## src/rtl/piano_pkg.sv

```systemverilog
// Shared definitions for the piano front end: key count, note FSM states and the
// half-period table indexed by key number (key 7 is the highest pitch).
package piano_pkg;

  localparam int unsigned NUM_KEYS = 8;

  typedef enum logic {
    IDLE    = 1'b0,
    PLAYING = 1'b1
  } note_state_t;

  localparam int unsigned NOTE_COUNT [NUM_KEYS] = '{84, 75, 67, 63, 56, 50, 45, 42};

  function automatic int unsigned note_count_max();
    int unsigned m;
    m = 0;
    for (int i = 0; i < NUM_KEYS; i++) begin
      if (NOTE_COUNT[i] > m) m = NOTE_COUNT[i];
    end
    return m;
  endfunction

endpackage

```

## src/rtl/piano_key_debounce.sv

```systemverilog
// One key: 2-flop synchroniser followed by a tick-driven debouncer that flips its
// stable level after DEBOUNCE_SAMPLES consecutive differing samples.
module piano_key_debounce #(
  parameter int unsigned DEBOUNCE_SAMPLES = 4
) (
  input  logic i_clk,
  input  logic i_rst,
  input  logic i_key,
  input  logic i_tick,
  output logic o_stable
);

  localparam int unsigned CNT_W = $clog2(DEBOUNCE_SAMPLES + 1);

  logic [1:0]       r_sync;
  logic             r_stable;
  logic [CNT_W-1:0] r_cnt;

  always_ff @(posedge i_clk or posedge i_rst) begin
    if (i_rst) begin
      r_sync   <= '0;
      r_stable <= 1'b0;
      r_cnt    <= '0;
    end else begin
      r_sync <= {r_sync[0], i_key};
      if (i_tick) begin
        if (r_sync[1] != r_stable) begin
          // The sample that would bring the count to DEBOUNCE_SAMPLES flips instead.
          if (r_cnt == CNT_W'(DEBOUNCE_SAMPLES - 1)) begin
            r_stable <= ~r_stable;
            r_cnt    <= '0;
          end else begin
            r_cnt <= r_cnt + 1'b1;
          end
        end else begin
          r_cnt <= '0;
        end
      end
    end
  end

  assign o_stable = r_stable;

endmodule

```

## src/rtl/piano_key_scanner.sv

```systemverilog
// Key scanner top: sample prescaler, per-key debouncers, highest-key priority select
// and the registered note outputs consumed by the tone generator.
module piano_key_scanner
  import piano_pkg::*;
#(
  parameter int unsigned NUM_KEYS         = 8,
  parameter int unsigned WIDTH_COUNTER    = 10,
  parameter int unsigned SAMPLE_DIV       = 1000,
  parameter int unsigned DEBOUNCE_SAMPLES = 4
) (
  input  logic                     i_clk,
  input  logic                     i_rst,
  input  logic [NUM_KEYS-1:0]      i_keys_in,
  output logic [WIDTH_COUNTER-1:0] o_half_period,
  output logic                     o_note_on,
  output logic [2:0]               o_note_idx,
  output logic                     o_note_change
);

  localparam int unsigned PRESC_W = $clog2(SAMPLE_DIV);

  if (NUM_KEYS != piano_pkg::NUM_KEYS) begin : g_bad_num_keys
    $error("NUM_KEYS must match the note table size");
  end
  if (SAMPLE_DIV < 2) begin : g_bad_sample_div
    $error("SAMPLE_DIV must be at least 2");
  end
  if (DEBOUNCE_SAMPLES < 1) begin : g_bad_debounce
    $error("DEBOUNCE_SAMPLES must be at least 1");
  end
  if (64'(note_count_max()) >= (64'd1 << WIDTH_COUNTER)) begin : g_bad_width
    $error("NOTE_COUNT entry does not fit in WIDTH_COUNTER bits");
  end

  logic [PRESC_W-1:0]       r_presc;
  logic                     w_tick;
  logic [NUM_KEYS-1:0]      w_stable;
  logic                     w_any;
  logic [2:0]               w_sel;
  note_state_t              r_state;
  note_state_t              w_state_d;
  logic                     r_note_on;
  logic [2:0]               r_note_idx;
  logic [WIDTH_COUNTER-1:0] r_half_period;
  logic                     r_note_change;
  logic                     w_on_d;
  logic [2:0]               w_idx_d;
  logic [WIDTH_COUNTER-1:0] w_hp_d;
  logic                     w_change_d;

  assign w_tick = (r_presc == PRESC_W'(SAMPLE_DIV - 1));

  always_ff @(posedge i_clk or posedge i_rst) begin
    if (i_rst) begin
      r_presc <= '0;
    end else if (w_tick) begin
      r_presc <= '0;
    end else begin
      r_presc <= r_presc + 1'b1;
    end
  end

  for (genvar g = 0; g < NUM_KEYS; g++) begin : g_key
    piano_key_debounce #(
      .DEBOUNCE_SAMPLES(DEBOUNCE_SAMPLES)
    ) u_debounce (
      .i_clk   (i_clk),
      .i_rst   (i_rst),
      .i_key   (i_keys_in[g]),
      .i_tick  (w_tick),
      .o_stable(w_stable[g])
    );
  end

  // Ascending scan: the last pressed key seen is the highest one.
  always_comb begin
    w_any = |w_stable;
    w_sel = '0;
    for (int i = 0; i < NUM_KEYS; i++) begin
      if (w_stable[i]) w_sel = 3'(i);
    end
  end

  always_comb begin
    w_state_d = r_state;
    case (r_state)
      IDLE:    if (w_any)  w_state_d = PLAYING;
      PLAYING: if (!w_any) w_state_d = IDLE;
      default: w_state_d = IDLE;
    endcase
    w_on_d     = (w_state_d == PLAYING);
    w_idx_d    = w_on_d ? w_sel : 3'd0;
    w_hp_d     = w_on_d ? WIDTH_COUNTER'(NOTE_COUNT[w_sel]) : '0;
    w_change_d = (w_on_d != r_note_on) || (w_idx_d != r_note_idx);
  end

  always_ff @(posedge i_clk or posedge i_rst) begin
    if (i_rst) begin
      r_state       <= IDLE;
      r_note_on     <= 1'b0;
      r_note_idx    <= '0;
      r_half_period <= '0;
      r_note_change <= 1'b0;
    end else begin
      r_state       <= w_state_d;
      r_note_on     <= w_on_d;
      r_note_idx    <= w_idx_d;
      r_half_period <= w_hp_d;
      r_note_change <= w_change_d;
    end
  end

  assign o_half_period = r_half_period;
  assign o_note_on     = r_note_on;
  assign o_note_idx    = r_note_idx;
  assign o_note_change = r_note_change;

endmodule

```

## config.mk

```make
export PLATFORM = sky130hd
export DESIGN_NAME = piano_key_scanner
export DESIGN_NICKNAME = d
export VERILOG_FILES = /design/src/rtl/piano_pkg.sv /design/src/rtl/piano_key_debounce.sv /design/src/rtl/piano_key_scanner.sv
export SDC_FILE = /design/constraint.sdc
export NUM_CORES = 1
export LEC_CHECK = 0
export CAP_MARGIN = 20
export CORE_MARGIN = 3
export CORE_UTILIZATION = 57
export CTS_CLUSTER_SIZE = 14
export DETAILED_ROUTE_END_ITERATION = 16
export PLACE_DENSITY = 0.9
export REMOVE_ABC_BUFFERS = 1
export SYNTH_ARGS = -nofsm -noshare
export SYNTH_HDL_FRONTEND = slang
export SYNTH_HIERARCHICAL = 1
export SYNTH_SLANG_ARGS = --single-unit
```

## constraint.sdc

```tcl
create_clock -name i_clk -period 3.5 [get_ports i_clk]
set_input_delay 0.525 -clock i_clk [delete_from_list [all_inputs] [get_ports i_clk]]
set_output_delay 0.525 -clock i_clk [all_outputs]
set_load 0.02 [all_outputs]
```

== Word level (Yosys, flattened, before mapping) ==
Memory sizes are Yosys's and may differ from the RTL's.
Cells that the tools add are included.
W data, S select, Z words.
Word-level totals
  word-level logic and storage cells: 107
  ROM bits: 256
  register bits: 73
  memories kept: 1
  output and inout port bits: 15
  bits in writable memories: 0
  bits in latches: 0
  input port bits: 10
Memory list
  (no name shown): words 8, bits a word 32, read ports 1, clocked after memory_dff 0, write ports 0, RTL line piano_key_scanner.sv:93  | w_hp_d = w_on_d ? WIDTH_COUNTER'(NOTE_COUNT[w_sel]) : '0;
Cells by class
  multiply operators: 0
  bitwise operators: 9
  eq/ne operators: 19
  shifts and indexed selects: 0
  magnitude comparators: 1
  multiplexer cells: 29
  $add $sub $neg: 9
  div/mod/pow operators: 0
  reductions and logical operators: 10
Operator list (count)
  $mux W3: 23
  $mux W10: 4
  $add A3 B1 Y3 const B: 8
  $eq A3 B2 Y1 const B: 8
  $reduce_and A3 Y1: 8
  $add A10 B1 Y10 const B: 1
  $eq A10 B10 Y1 const B: 1
  $ne A1 B1 Y1: 9
  $not A1 Y1: 8
  $reduce_or A8 Y1: 1
  $ge A4 B4 Y1 const B: 1
  $not A3 Y4: 1
  $ne A3 B3 Y1: 1
  $mux W1: 2
  $logic_or A1 B1 Y1: 1

== Longest topological paths before layout ==
  depth in word-level cells: 12
  gate-level depth with buffers: 6
  depth with buffers taken out: 6

== Cells and area by module ==
Netlist, hierarchy kept.
By module, submodules not included
  piano_key_debounce: area an instance 256.5 µm², times used 8, seq. area each 150.1 µm², cells each 21
  piano_key_scanner: area an instance 1089.8 µm², times used 1, seq. area each 550.5 µm², cells each 105

== Worst setup path before layout ==
Ideal clock, no wire load.
  path kind: register to register
  start: reg r_presc[0]
  end: reg g_key[0].u_debounce.r_stable
  cell stages (with the launch flop): 6
  path slack: 0.646 ns
  required time: 3.375 ns
  clock period less this slack: 2.854 ns
  buffers on the path: 0
  data arrival time: 2.729 ns
  library setup time: 0.125 ns
  cell sequence: dfrtp_1 > ha_1 > nand4b_1 > nor3_2 > nand3b_1 > mux2_4
Between the ends
  cells in the longest elaborated chain, start to end: 2
RTL lines
  start, declared: RTL line piano_key_scanner.sv:35  | logic [PRESC_W-1:0] r_presc;
  start signal, assigned: RTL line piano_key_scanner.sv:59  | r_presc <= r_presc + 1'b1;
  $eq A10 B10 Y1: RTL line piano_key_scanner.sv:51  | assign w_tick = (r_presc == PRESC_W'(SAMPLE_DIV - 1));
  via w_tick: RTL line piano_key_scanner.sv:36  | logic w_tick;
  $reduce_and A3 Y1 (no line)
  end signal, assigned: RTL line piano_key_debounce.sv:30  | r_stable <= ~r_stable;
  end, declared: RTL line piano_key_debounce.sv:16  | logic r_stable;
The timed path passes the listed nets, and every way through them passes these cells.
A chain may end at the register's enable or synchronous reset.

== Worst setup path after layout ==
  start: reg r_presc[0]
  end: reg g_key[1].u_debounce.r_stable
Between the ends
  cells in the longest elaborated chain, start to end: 2
RTL lines (RTL line)
  $eq A10 B10 Y1: piano_key_scanner.sv:51
  via w_tick: piano_key_scanner.sv:36
  $reduce_and A3 Y1 (no line)
  end signal, assigned: piano_key_debounce.sv:30
  end, declared: piano_key_debounce.sv:16
The timed path passes the listed nets, and every way through them passes these cells.

==> flow_results.org <==
** Global route
- Via count of the first global-routing pass :: 2031
- Entering global routing, the biggest net connects between 40 and 50 pins.
- Across every metal layer, demand over resource in global routing totals about a fifth.
- Antenna violations before repair :: 0
- Summed over all layers, the global routing overflow is 0.
- First-pass GRT wire length :: 9.26 mm

** Floorplan
- Row count :: 26
- The initial utilization of the core area, before any placement, comes to between 60 and 70%.
- From bottom edge to top edge, the die measures 80.2 um.
- Boundary Pins :: 25
- Area of the core region :: 5200 um2
- Die outline area :: roughly 6400 um2
- Horizontal die dimension :: roughly 80 um

** Critical path
- Req. time, crit path :: 3.73 ns
- In this design, the stage delay of the slowest critical-path cell is between 0.5 and 0.6 ns.
- Walking the worst path, the cells encountered are ha_1 -> nand4b_1 -> nor3_4 -> buf_12 -> nand3b_1 -> mux2_4.
- Worst setup path category :: reg2reg
- The slowest stage of the critical path belongs to the cell nor3_4.
- CP Launch Type :: flip-flop
- Data arrives at the worst endpoint at approximately 2.4 ns.
- The worst setup path is captured at a flip-flop.
- Along the worst path, the maximum fanout reaches 40.

** STA
- For the final routed database, the setup TNS stands at 0 ns.
- Period utilisation layout :: a little over three fifths
- Max Clock Skew :: between 0.008 and 0.009 ns
- Max-slew violation count :: 0
- Final setup violation count :: 0
- Counting I/O delays and the setup requirement, the final critical path takes between 2 and 2.5 ns.
- Measured against its own limit, the worst slew margin works out to a little under half.
- The number of endpoints with negative hold slack in the final report is 0.
- Derived from the worst setup path, the maximum achievable clock frequency is roughly 460 MHz.
- Transition time at the pin with the least slew margin :: approximately 0.80 ns
- Setup repair after global routing missed its margin :: false

** Clock network
- Clock-pin transition on the worst setup and hold timing paths :: about 0.080 ns
- Post-CTS resize count :: 0
- Clock sink total :: 70
- Once the clock tree was built, the setup fixing pass inserted 0 buffers.
- Root Driver :: clkbuf_8
- TritonCTS built the clock tree.
- Buffers inserted to repair hold after CTS numbered 0.
- In this run the number of H-tree levels came out at 3.
- Bufs on Longest Clock Path :: 2
- Worst skew pair latency :: 0.35 ns
- The number of clock buffers added by TritonCTS is 9.

** Placement
- Placer Congestion :: about 0.83
- In this run the tool buffered the top-level ports with 21 buffer cells.
- The wire-length estimate of the detail-placed layout is roughly 3.8 mm.

** Cells and area
- 0 antenna diodes ended up in the layout.
- The area growth from synthesis to layout is 16.1%.
- Cells with a size suffix above 1 make up a little over a tenth of the layout.
- For this run, the share of the core covered by cells in the final layout is a little over two thirds.
- Number of inserted filler cells in the final layout :: approximately 380
- # nets final :: about 330

** Detailed routing
- First-iteration detailed-routing DRC count :: between 90 and 100
- After detailed routing, the average wire length per cell comes to about 14 um.
- Post-route antenna net violation count :: 0
- Using the TritonRoute via totals, the vias-per-cell ratio works out to 5.33.
- Routed vias :: 2027
- DRC violation count after routing :: 0
- Summed over all layers, the routed wires come to between 5 and 6 mm.
- Number of detailed-routing iterations run before antenna repair :: 4

** Yosys
- Synthesis handed over a netlist of between 200 and 300 instances.
- Yosys warning total :: 6
- Share of the synthesized netlist area taken by xor and xnor gates :: between 4 and 5%
- Dividing the synthesized area by the synthesized cell count gives 11.5 um2.
- Netlist area before placement :: 3140 um2
- Area share of fa/ha/maj cells after synthesis :: slightly above 5%
- The synthesized design contains 70 register bits.
- Combinational family with the most area after synthesis :: simple AND/OR/NAND/NOR gates
- Post-synth cell types :: 38
- In the synthesized netlist, mux cells make up around 4.2% of the area.
- Simple-gate portion of the synthesized area :: approximately 17%
- The synthesized netlist devotes about 9% of its cell area to compound gates.
- Sequential cells were found to cover a little under three fifths of the synthesized design area.

** Status
- The flow ran to the end, and the final reports show no timing, DRC or antenna violations.

** Power
- The completed layout was analyzed and its total power is 0.00150 W.
- Power density cells :: 411 nW/um2
- The worst-case IR drop observed on VDD is approximately 330 uV.
- The analysis attributes to cell leakage a power of 1.69 nW.

** Run
- Max-capacitance violation count :: 0

** Hold path
- The min-delay analysis places its worst path in the category reg2reg.
cell families after synthesis:
family	Yosys count
mux	9
compound gates	40
xor+xnor	15
other cells	1
flops	70
buf+inv	34
simple gates	91
fa+ha+maj	13
stage by stage:
step                area (um2)  worst slack (ns)  hold slack (ns)  std cells
floorplan                 3130             0.646            0.316        272
global placement          3450              1.44            0.331        364
detailed placement        3450              1.35            0.336        364
CTS                       3650              1.32            0.352        380
global route              3650              1.18            0.358        380
finish                    3650              1.31            0.352        380
state kept, by name (all words and copies together), names as in the netlist:
signal and flops:
g_key.u_debounce/o_stable 8, g_key.u_debounce/r_cnt 24, g_key.u_debounce/r_sync 16, o_half_period 7, o_note_change 1, o_note_idx 3, o_note_on 1, r_presc 10
cell usage after synthesis:
master / n / share of area [%]
inv_1: 29 / 3.5
ha_1: 13 / 5.2
nand4b_1: 1 / 0.28
dfrtp_1: 70 / 56
xnor2_1: 14 / 3.9
and3_4: 1 / 0.36
or2b_1: 1 / 0.24
o22ai_1: 10 / 2.0
nand3_1: 3 / 0.48
nor2b_1: 11 / 2.2
nor3b_1: 1 / 0.24
nand3b_1: 8 / 1.9
nand2b_1: 24 / 4.8
inv_2: 2 / 0.24
nand2_1: 15 / 1.8
buf_4: 3 / 0.72
o32ai_1: 8 / 2.2
nor3_1: 4 / 0.64
nor4_4: 1 / 0.68
xor2_1: 1 / 0.28
nor4_1: 1 / 0.20
mux2_2: 1 / 0.36
nor3_2: 1 / 0.32
or3_1: 1 / 0.20
o211ai_1: 2 / 0.48
nor2_1: 12 / 1.4
o311ai_1: 1 / 0.28
o311a_1: 2 / 0.64
or2_2: 3 / 0.60
o31ai_1: 10 / 2.4
o21a_1: 1 / 0.24
conb_1: 1 / 0.12
a21oi_1: 3 / 0.48
or4_1: 1 / 0.24
mux2_4: 8 / 3.8
nand4_1: 1 / 0.20
o21ai_0: 3 / 0.48
and3_1: 1 / 0.20
worst paths after layout:
check | slack [ns] | start | to | cells past startpoint
hold / removal | 0.35 | g_key[1].u_debounce/r_sync[0]$_DFF_PP0_ | g_key[1].u_debounce/r_sync[1]$_DFF_PP0_ | 0
max in group asynchronous | 2.00 | i_rst | o_half_period[0]$_DFF_PP0_ | 2
setup reg to reg | 1.31 | r_presc[0]$_DFF_PP0_ | g_key[1].u_debounce/o_stable$_DFFE_PP0P_ | 6
setup / recovery | 1.31 | r_presc[0]$_DFF_PP0_ | g_key[1].u_debounce/o_stable$_DFFE_PP0P_ | 6
min in group asynchronous | 0.74 | i_rst | g_key[0].u_debounce/r_cnt[2]$_DFFE_PP0P_ | 2
hold reg to reg | 0.35 | g_key[1].u_debounce/r_sync[0]$_DFF_PP0_ | g_key[1].u_debounce/r_sync[1]$_DFF_PP0_ | 0
critical path: cells and delay by family, from the launching register on:
family	cells	cell delay (ns)
mux	1	0.31
simple gates	3	0.86
buf+inv	1	0.28
flops	1	0.39
fa+ha+maj	1	0.22
power breakdown:
part           leakage (nW)  switching [W]  internal [W]
Combinational         0.677      0.0000251     0.0000128
Clock                0.0895       0.000306      0.000334
Sequential            0.927     0.00000481      0.000818
Total                  1.69       0.000336       0.00116
layer usage:
layer / vias to the layer above / track usage [%] / wire (um)
met5: - / 0 / 0
met4: 0 / 6.42 / 55
met3: 6 / 7.06 / 251
met2: 41 / 30.5 / 2550
met1: 984 / 23.5 / 2430
li1: 996 / - / -
cell type report:
| class | count | area, um2 | share of cell area, % |
|---|---|---|---|
| tap | 70 | 87.6 | 2.40 |
| clock inverter | 6 | 70.1 | 1.92 |
| timing repair buffer | 22 | 230 | 6.31 |
| sequential | 70 | 1750 | 48.0 |
| multi-input combinational | 171 | 1260 | 34.7 |
| clock buffer | 10 | 128 | 3.50 |
| inverter | 31 | 116 | 3.19 |
cells in the final DEF (no fill, tap or decap), types with 3 or more instances in the layout:
master,netlist,routed
nor2b_1,11,11
clkinvlp_4,0,3
o31ai_1,10,10
nand2b_1,24,24
clkdlybuf4s50_1,0,21
nor3_1,4,4
nand3_1,3,3
clkbuf_8,0,9
nand3b_1,8,8
inv_1,29,29
xnor2_1,14,14
dfrtp_1,70,70
ha_1,13,13
conb_1,1,3
mux2_4,8,8
a21oi_1,3,3
nor2_1,12,12
nand2_1,15,15
o21ai_0,3,3
o22ai_1,10,10
or2_2,3,3
o32ai_1,8,8
No activity file was read; power rests on OpenSTA's default activity.
